File: src/rtl/arb_2to1_32bit_pkg.sv
// Shared types, widths and the tie-break rule for the two-requester round-robin arbiter.
package arb_2to1_32bit_pkg;

  localparam int DATA_W = 32;

  typedef enum logic [1:0] {
    IDLE   = 2'd0,
    GRANT0 = 2'd1,
    GRANT1 = 2'd2
  } arb_state_t;

  // Winner among the valid requesters; the pointer only matters on a tie.
  function automatic logic next_grant(input logic pointer, input logic v0, input logic v1);
    logic sel;
    if (v0 && v1) begin
      sel = pointer;
    end else if (v1) begin
      sel = 1'b1;
    end else begin
      sel = 1'b0;
    end
    return sel;
  endfunction

  function automatic arb_state_t grant_state(input logic sel);
    return sel ? GRANT1 : GRANT0;
  endfunction

endpackage

File: src/rtl/arb_2to1_32bit_if.sv
// Handshake bundle between two requesters, the arbiter and the single downstream consumer.
interface arb_2to1_32bit_if;
  import arb_2to1_32bit_pkg::*;

  logic              in0_valid;
  logic [DATA_W-1:0] in0_data;
  logic              in0_last;
  logic              in0_ready;
  logic              in1_valid;
  logic [DATA_W-1:0] in1_data;
  logic              in1_last;
  logic              in1_ready;
  logic              out_valid;
  logic [DATA_W-1:0] out_data;
  logic              out_src;
  logic              out_last;
  logic              out_ready;

  modport slave (
    input  in0_valid, in0_data, in0_last,
    output in0_ready,
    input  in1_valid, in1_data, in1_last,
    output in1_ready,
    output out_valid, out_data, out_src, out_last,
    input  out_ready
  );

  modport master (
    output in0_valid, in0_data, in0_last,
    input  in0_ready,
    output in1_valid, in1_data, in1_last,
    input  in1_ready,
    input  out_valid, out_data, out_src, out_last,
    output out_ready
  );

endinterface

File: src/rtl/arb_2to1_32bit_mux.sv
// Data-path selector: routes the granted requester's beat towards the output register.
module mux_2to1_32bit #(
  parameter int W = 32
) (
  input  logic         i_sel,
  input  logic [W-1:0] i_d0,
  input  logic [W-1:0] i_d1,
  output logic [W-1:0] o_d
);

  assign o_d = (i_sel == 1'b1) ? i_d1 : i_d0;

endmodule

File: src/rtl/arb_2to1_32bit.sv
// Round-robin 2:1 arbiter with burst hold, burst cap and a registered output beat.
module arb_2to1_32bit
  import arb_2to1_32bit_pkg::*;
#(
  parameter logic RESET_PRIO = 1'b0,
  parameter int   MAX_BURST  = 16
) (
  input logic               clk,
  input logic               rst,
  arb_2to1_32bit_if.slave   bus
);

  localparam int               CNT_W   = $clog2(MAX_BURST + 1);
  localparam logic [CNT_W-1:0] CNT_MAX = CNT_W'(MAX_BURST);
  localparam logic [CNT_W-1:0] CNT_ONE = CNT_W'(1);

  arb_state_t        r_state, w_state_nxt;
  logic              r_ptr, w_ptr_nxt;
  logic [CNT_W-1:0]  r_cnt, w_cnt_nxt, w_cnt_inc;
  logic              r_out_valid, r_out_src, r_out_last;
  logic [DATA_W-1:0] r_out_data, w_mux_data;
  logic              w_gnt_valid, w_gnt, w_room;
  logic              w_rdy0, w_rdy1, w_accept, w_acc_last, w_release;

  mux_2to1_32bit #(.W(DATA_W)) u_data_mux (
    .i_sel (w_gnt),
    .i_d0  (bus.in0_data),
    .i_d1  (bus.in1_data),
    .o_d   (w_mux_data)
  );

  // Grant decode, handshakes and next FSM/pointer/count values
  always_comb begin
    w_gnt_valid = 1'b0;
    w_gnt       = 1'b0;
    w_state_nxt = r_state;
    w_ptr_nxt   = r_ptr;
    w_cnt_nxt   = r_cnt;
    case (r_state)
      IDLE: begin
        w_gnt_valid = bus.in0_valid || bus.in1_valid;
        w_gnt       = next_grant(r_ptr, bus.in0_valid, bus.in1_valid);
      end
      GRANT0: begin
        w_gnt_valid = 1'b1;
        w_gnt       = 1'b0;
      end
      GRANT1: begin
        w_gnt_valid = 1'b1;
        w_gnt       = 1'b1;
      end
      default: begin
        w_gnt_valid = 1'b0;
        w_gnt       = 1'b0;
      end
    endcase
    w_room     = !r_out_valid || bus.out_ready;
    w_rdy0     = !rst && w_gnt_valid && !w_gnt && bus.in0_valid && w_room;
    w_rdy1     = !rst && w_gnt_valid &&  w_gnt && bus.in1_valid && w_room;
    w_accept   = w_rdy0 || w_rdy1;
    w_acc_last = w_gnt ? bus.in1_last : bus.in0_last;
    w_cnt_inc  = (r_cnt == CNT_MAX) ? CNT_MAX : r_cnt + CNT_ONE;
    w_release  = w_accept && (w_acc_last || (w_cnt_inc == CNT_MAX));
    // On release the other side gets the tie, and the new owner is chosen this cycle
    if (w_release) begin
      w_ptr_nxt = !w_gnt;
      w_cnt_nxt = '0;
      if (bus.in0_valid || bus.in1_valid) begin
        w_state_nxt = grant_state(next_grant(!w_gnt, bus.in0_valid, bus.in1_valid));
      end else begin
        w_state_nxt = IDLE;
      end
    end else if (w_gnt_valid) begin
      w_state_nxt = grant_state(w_gnt);
      if (w_accept) begin
        w_cnt_nxt = w_cnt_inc;
      end else begin
        w_cnt_nxt = r_cnt;
      end
    end else begin
      w_state_nxt = IDLE;
    end
  end

  // FSM state, round-robin pointer and burst beat counter
  always_ff @(posedge clk) begin
    if (rst) begin
      r_state <= IDLE;
      r_ptr   <= RESET_PRIO;
      r_cnt   <= '0;
    end else begin
      r_state <= w_state_nxt;
      r_ptr   <= w_ptr_nxt;
      r_cnt   <= w_cnt_nxt;
    end
  end

  // Output beat register: load on accept, hold under backpressure, clear after drain
  always_ff @(posedge clk) begin
    if (rst) begin
      r_out_valid <= 1'b0;
      r_out_data  <= '0;
      r_out_src   <= 1'b0;
      r_out_last  <= 1'b0;
    end else if (w_accept) begin
      r_out_valid <= 1'b1;
      r_out_data  <= w_mux_data;
      r_out_src   <= w_gnt;
      r_out_last  <= w_acc_last;
    end else if (bus.out_ready) begin
      r_out_valid <= 1'b0;
    end
  end

  assign bus.in0_ready = w_rdy0;
  assign bus.in1_ready = w_rdy1;
  assign bus.out_valid = r_out_valid;
  assign bus.out_data  = r_out_data;
  assign bus.out_src   = r_out_src;
  assign bus.out_last  = r_out_last;

endmodule

File: src/flat_wrapper.sv
// flat-port wrapper written by rule: the top's interface ports become plain ports
module arb_2to1_32bit_flat import arb_2to1_32bit_pkg::*;
#(
  parameter logic RESET_PRIO = 1'b0,
  parameter int   MAX_BURST  = 16
)
  (clk, rst, bus_in0_valid, bus_in0_data, bus_in0_last, bus_in0_ready, bus_in1_valid, bus_in1_data, bus_in1_last, bus_in1_ready, bus_out_valid, bus_out_data, bus_out_src, bus_out_last, bus_out_ready);
  arb_2to1_32bit_if bus_i ();
  input logic clk;
  input logic rst;
  input wire logic [$bits(bus_i.in0_valid)-1:0] bus_in0_valid;
  input wire logic [$bits(bus_i.in0_data)-1:0] bus_in0_data;
  input wire logic [$bits(bus_i.in0_last)-1:0] bus_in0_last;
  output wire logic [$bits(bus_i.in0_ready)-1:0] bus_in0_ready;
  input wire logic [$bits(bus_i.in1_valid)-1:0] bus_in1_valid;
  input wire logic [$bits(bus_i.in1_data)-1:0] bus_in1_data;
  input wire logic [$bits(bus_i.in1_last)-1:0] bus_in1_last;
  output wire logic [$bits(bus_i.in1_ready)-1:0] bus_in1_ready;
  output wire logic [$bits(bus_i.out_valid)-1:0] bus_out_valid;
  output wire logic [$bits(bus_i.out_data)-1:0] bus_out_data;
  output wire logic [$bits(bus_i.out_src)-1:0] bus_out_src;
  output wire logic [$bits(bus_i.out_last)-1:0] bus_out_last;
  input wire logic [$bits(bus_i.out_ready)-1:0] bus_out_ready;
  assign bus_i.in0_valid = bus_in0_valid;
  assign bus_i.in0_data = bus_in0_data;
  assign bus_i.in0_last = bus_in0_last;
  assign bus_in0_ready = bus_i.in0_ready;
  assign bus_i.in1_valid = bus_in1_valid;
  assign bus_i.in1_data = bus_in1_data;
  assign bus_i.in1_last = bus_in1_last;
  assign bus_in1_ready = bus_i.in1_ready;
  assign bus_out_valid = bus_i.out_valid;
  assign bus_out_data = bus_i.out_data;
  assign bus_out_src = bus_i.out_src;
  assign bus_out_last = bus_i.out_last;
  assign bus_i.out_ready = bus_out_ready;
  arb_2to1_32bit #(.RESET_PRIO(RESET_PRIO), .MAX_BURST(MAX_BURST)) u_core (.clk(clk), .rst(rst), .bus(bus_i));
endmodule
File: config.mk
export PLATFORM = sky130hd
export DESIGN_NAME = arb_2to1_32bit_flat
export DESIGN_NICKNAME = d
export VERILOG_FILES = /design/src/rtl/arb_2to1_32bit_pkg.sv /design/src/rtl/arb_2to1_32bit_if.sv /design/src/rtl/arb_2to1_32bit_mux.sv /design/src/rtl/arb_2to1_32bit.sv /design/src/flat_wrapper.sv
export SDC_FILE = /design/constraint.sdc
export NUM_CORES = 1
export LEC_CHECK = 0
export BUFFER_PORTS_ARGS = -buffer_cell sky130_fd_sc_hd__buf_2
export CORE_ASPECT_RATIO = 0.6
export CORE_MARGIN = 2
export CORE_UTILIZATION = 42
export DETAILED_ROUTE_END_ITERATION = 6
export PLACE_DENSITY = 0.76
export SLEW_MARGIN = 10
export SYNTH_ARGS = -nofsm -noshare
export SYNTH_HDL_FRONTEND = slang
export SYNTH_SLANG_ARGS = --single-unit
File: constraint.sdc
create_clock -name clk -period 1.92 [get_ports clk]
set_clock_uncertainty 0.05 [all_clocks]
set_input_delay 0.384 -clock clk [delete_from_list [all_inputs] [get_ports clk]]
set_output_delay 0.384 -clock clk [all_outputs]
set_load 0.01 [all_outputs]
# Word level (Yosys, flattened, before mapping)
# Cells that the tools add are included.
dict set report classes {
  n_addsub 1
  eq_ne 4
  mux 17
  reduce_logical 21
}
# cell n
set op_table {}
lappend op_table {{32-bit two-way mux} 1}
lappend op_table {{5-bit == test, second input constant} 2}
lappend op_table {{2-bit two-way mux} 5}
lappend op_table {{1-bit logical AND} 9}
lappend op_table {{1-bit two-way mux} 8}
lappend op_table {{5-bit by 1-bit adder with 5-bit output, second input constant} 1}
lappend op_table {{5-bit two-way mux} 1}
lappend op_table {{1-bit logical OR} 4}
lappend op_table {{1-bit one-hot mux with 2 select lines} 2}
lappend op_table {{2-bit OR reduction} 2}
lappend op_table {{1-bit zero test} 3}
lappend op_table {{2-bit by 1-bit == test with 1-bit output, second input constant} 1}
lappend op_table {{2-bit == test, second input constant} 1}
lappend op_table {{2-bit zero test} 1}
lappend op_table {{2-bit AND reduction} 1}
lappend op_table {{2-bit nonzero test} 1}
dict set report totals {
  reg_bits 43
  out_inout_bits 37
}

# Longest topological paths before layout
dict set report depth {
  ltp_word 13
  mapped_depth 9
  ltp_nobuf 7
}

# Cells and area by module
# Synthesis repeated with hierarchy kept, for this count alone.
dict set report unflattened {
  cells_unflattened 269
  hier_area_um2 2387.3
}
# mod instances cells_per_inst area_each_um2 seq_area_each_um2
set modules_own_cells {}
lappend modules_own_cells {arb_2to1_32bit 1 233 1843.0 860.8}
lappend modules_own_cells {mux_2to1_32bit 1 36 544.3 0.0}

# Worst setup path after synthesis
# Ideal clock, no wire load.
dict set report synth_timing {
  path_kind {flip-flop to flip-flop}
  startpoint {reg u_core.r_state[0]}
  endpoint {reg u_core.r_ptr}
  setup_time_ns 0.123
  arrival_ns 1.770
  setup_slack_ns -0.024
  stages_incl_launch_ff 7
  path_buffers 0
  synth_period_minus_slack_ns 1.944
  path_cell_list {dfxtp_1 -> inv_1 -> ha_1 -> a311o_1 -> o21a_1 -> a211oi_4 -> mux2_1}
}
dict set report synth_via {
  elab_chain_len 9
}
# element line
set synth_rtl {}
lappend synth_rtl {{start: declaration} arb_2to1_32bit.sv:17} ;# arb_state_t r_state, w_state_nxt;
lappend synth_rtl {{start signal: assignment} arb_2to1_32bit.sv:92} ;# r_state <= w_state_nxt;
lappend synth_rtl {{2-bit by 1-bit == test with 1-bit output / 2-bit == test (equally long branches)} arb_2to1_32bit.sv:39} ;# case (r_state)
lappend synth_rtl {{2-bit OR reduction (no source line)} -}
lappend synth_rtl {{1-bit one-hot mux with 2 select lines} arb_2to1_32bit.sv:39}
lappend synth_rtl {{1-bit logical AND} {arb_2to1_32bit.sv:58, arb_2to1_32bit.sv:59}}
lappend synth_rtl {{1-bit logical AND, on equally long branches (3 in a row)} {arb_2to1_32bit.sv:58, arb_2to1_32bit.sv:59}}
lappend synth_rtl {{1-bit logical OR} arb_2to1_32bit.sv:60} ;# w_accept = w_rdy0 || w_rdy1;
lappend synth_rtl {{1-bit logical AND} arb_2to1_32bit.sv:63} ;# w_release = w_accept && (w_acc_last || (w_cnt_inc == CNT_MAX));
lappend synth_rtl {{end signal: assignment} arb_2to1_32bit.sv:93} ;# r_ptr <= w_ptr_nxt;
lappend synth_rtl {{end: declaration} arb_2to1_32bit.sv:18} ;# logic r_ptr, w_ptr_nxt;
# Parallel ways exist; a longest one is shown, timed or not.
# A chain may end at the register's enable or synchronous reset.

# Final worst setup path
dict set report layout_timing {
  startpoint {reg u_core.r_state[1]}
  endpoint {out bus_in0_ready}
}
dict set report layout_via {
  elab_chain_len 7
}
# element line
set layout_rtl {}
lappend layout_rtl {{2-bit by 1-bit == test with 1-bit output / 2-bit == test (equally long branches)} arb_2to1_32bit.sv:39}
lappend layout_rtl {{2-bit OR reduction (no source line)} -}
lappend layout_rtl {{1-bit one-hot mux with 2 select lines} arb_2to1_32bit.sv:39}
lappend layout_rtl {{1-bit logical AND} arb_2to1_32bit.sv:58} ;# w_rdy0 = !rst && w_gnt_valid && !w_gnt && bus.in0_valid && w_room;
lappend layout_rtl {{1-bit logical AND (*) (3 in a row)} arb_2to1_32bit.sv:58}
lappend layout_rtl {{end: declaration} flat_wrapper.sv:14} ;# output wire logic [$bits(bus_i.in0_ready)-1:0] bus_in0_ready;
# Mark *: on every way between the ends. The rest lies on a longest branch, timed or not.

==> results.txt <==
share of post-route cells with drive strength above 1 -> 0.4916
crit path DAT -> 1.57 ns
largest net degree at the start of global routing -> 45
root buf cell -> clkbuf_8
die area -> 6049 um^2
Static Leakage -> 1.566 nW
Clock Latency Late Sink -> 0.29 ns
area of the multi-input gates -> 1396 um^2
initial antenna violation count -> 0
WL final -> 6147 um
origin of the worst min-delay path -> bus_in1_data[19]
cell accounting for the most synthesized area -> dfxtp_1
R2R Path End -> u_core.r_state[0]$_SDFF_PP0_
Core ar. -> 5155 um^2
Nets -> 431
commonest non-fill, non-tap cell in the layout -> buf_2
total CTS buffers -> 5
H-tree depth -> 2
most frequent cells in the layout -> buf_2 (106), dfxtp_1 (41), a21oi_1 (36)
grt ovf -> 0
CP required -> 1.49 ns
failing checks -> setup timing
measured slew at the worst slew-check pin -> 0.5291 ns
routability-driven placement congestion ratio -> 0.8214
mapped cell area -> 2278 um^2
Place WS -> -0.09457 ns
Crit. End Element -> output pin
sequential area share after synthesis -> 0.3778
synthesis-stage register bit count -> 43
vias per inst -> 5.327
Critical R2R Launch -> u_core.r_state[0]$_SDFF_PP0_
syn_area_per_cell -> 9.614 um^2
Post-synth EDFFs -> 0
Max Fanout on Critical Path -> 3
post-route setup slack -> -0.08485 ns
worst reg2reg setup slack -> -0.07 ns
ant diodes -> 0
Reg clk slew, reported paths -> 0.08 ns
final hold slack -> 0.3728 ns
# DRC -> 0
DRT Pass-1 Iters -> 4
Setup crit start kind -> register
Initial Util -> 0.4420
Final setup violation count -> 5
Slew Limit Fails -> 0
CTS tree -> built
Placed Area -> 2982 um^2
distinct cell type count after synthesis -> 39
WS Path Type -> reg -> out
hpwl dp -> 4454 um
Hold WC Path Type -> in -> reg
status -> finished, violations left
fillers -> 452
Synth top area share -> 0.3778
fin area -> 3298 um^2
Total GRT Usage -> 0.2028
die width -> 99.09 um
main flop type after synthesis -> dfxtp_1
clock sink total -> 43
Slew headroom -> 0.6473
Boundary Pins -> 108
CTS Hold Bufs -> 0
MaxCap Viol Count -> 0
Worst VDD drop -> 0.0006031 V
fmax -> 0.4988 GHz
hold path depth -> 3
Register Area -> 863.3 um^2
vias in the first global route -> 1983
Detail Route Antenna Nets -> 0
Wirelength per Cell -> 14.57 um
P&R area growth vs syn -> 44.76%
synth warn -> 0
Final min period -> 2.005 ns
die extent in y -> 61.05 um
number of DRC markers in iteration 0 -> 92
post-synthesis cell count -> 237
ratio of final minimum period to clock period -> 1.044
Syn Nets -> 313
end of the worst hold path -> u_core.bus.out_data[19]$_SDFFE_PP0P_
vias -> 2248
Fin. Hold Viols -> 0
first-pass GRT wire length -> 9584 um
Max clock buf depth -> 2
Async SR Flop Fraction -> 0
RSZ-0062 raised after global routing -> true
Reg2Reg Depth -> 7
Site Rows -> 20
Area contributors post-synth -> dfxtp_1 (38%), mux2i_1 (14%), a211oi_1 (11%), a21oi_1 (8.6%), ha_1 (2.7%)
Pwr per Cell Area -> 1393 nW/um^2
Buffers on Ports -> 107
sequential cells by signal (all words and copies together), names as in the netlist:
name and flops:
u_core.bus.out_src 1, u_core.bus.out_valid 1, u_core.r_ptr 1, u_core.bus.out_last 1, u_core.r_state 2, u_core.bus.out_data 32
u_core.r_cnt 5
routing by layer:
| layer | global-route usage | vias to the layer above | part of all wire |
|---|---|---|---|
| met1 | 0.2836 | 1036 | 0.47 |
| met4 | 0.07632 | 0 | 0.0075 |
| li1 | - | 1119 | - |
| met3 | 0.04654 | 4 | 0.075 |
| met5 | 0 | - | 0 |
| met2 | 0.3127 | 89 | 0.45 |
how the worst max path moves through the flow:
stage                                      start                           end  slack [ns]  cells after the start
floorplan           u_core.r_state[0]$_SDFF_PP0_     u_core.r_ptr$_SDFFE_PP0P_       0.008                      6
global placement    u_core.r_cnt[0]$_SDFFE_PP0P_  u_core.r_state[0]$_SDFF_PP0_      -0.004                      6
detailed placement  u_core.r_cnt[0]$_SDFFE_PP0P_     u_core.r_ptr$_SDFFE_PP0P_       -0.09                      7
CTS                 u_core.r_state[1]$_SDFF_PP0_                 bus_in0_ready       -0.11                      8
global route        u_core.r_state[0]$_SDFF_PP0_  u_core.r_state[0]$_SDFF_PP0_       -0.15                      7
finish              u_core.r_state[1]$_SDFF_PP0_                 bus_in0_ready       -0.08                      8
cell families after synthesis:
| kind of cell | share of synthesized area |
|---|---|
| buffers and inverters | 0.06644 |
| flip-flops | 0.3778 |
| adder cells (fa/ha/maj) | 0.02746 |
| AO/OA/AOI/OAI | 0.2691 |
| AND/OR/NAND/NOR | 0.09391 |
| multiplexers | 0.1653 |
per-stage QoR:
step	utilization	TNS, ns	cells	power (mW)
after floorplan	-	0	237	2.762
after global placement	0.5784	-0.006720	411	3.462
after detailed placement	0.5784	-0.6221	411	3.508
after CTS	0.6286	-0.3581	421	4.542
after global routing	0.6398	-2.215	422	4.891
final	0.6398	-0.3699	422	4.593
synthesized netlist by cell type (2+ instances only):
master,instances
mux2_1,3
nand4_1,3
clkbuf_1,6
o32ai_1,2
o21a_1,2
dfxtp_1,43
o21ai_0,2
nand2b_1,2
a21oi_1,39
nand2_1,5
inv_1,8
buf_2,7
mux2i_1,32
o21ai_1,3
ha_1,5
nor2_1,4
nand3_1,2
nor2b_1,6
a211oi_1,34
buf_4,7
nor3_1,4
worst max-delay path: stages (launching register included):
cell and delay, ns:
dfxtp_2 0.37, inv_2 0.05, ha_4 0.15, o21a_1 0.10, o21ai_2 0.17, nand2b_4 0.19, buf_8 0.11, nor2_4 0.03
buf_6 0.11
what timing repair did:
item | in CTS | in global routing
setup buffers | 2 | 1
gates cloned | 0 | 0
gates resized for setup | 27 | 11
pin swaps | 4 | 10
setup endpoints to repair | 39 | 40
power breakdown:
group / switching [mW] / internal [mW]
Clock: 0.302 / 0.520
Sequential: 0.155 / 1.17
Combinational: 1.28 / 1.16
Total: 1.74 / 2.85
final cells by class:
| type | instances | area share |
|---|---|---|
| Clock buffer | 6 | 0.02200 |
| Sequential cell | 43 | 0.2618 |
| Clock inverter | 2 | 0.01821 |
| Tap cell | 66 | 0.02504 |
| Timing Repair Buffer | 132 | 0.2405 |
| Inverter | 8 | 0.009105 |
| Multi-Input combinational cell | 165 | 0.4234 |
Note: power is estimated with default switching activity, not from simulation.
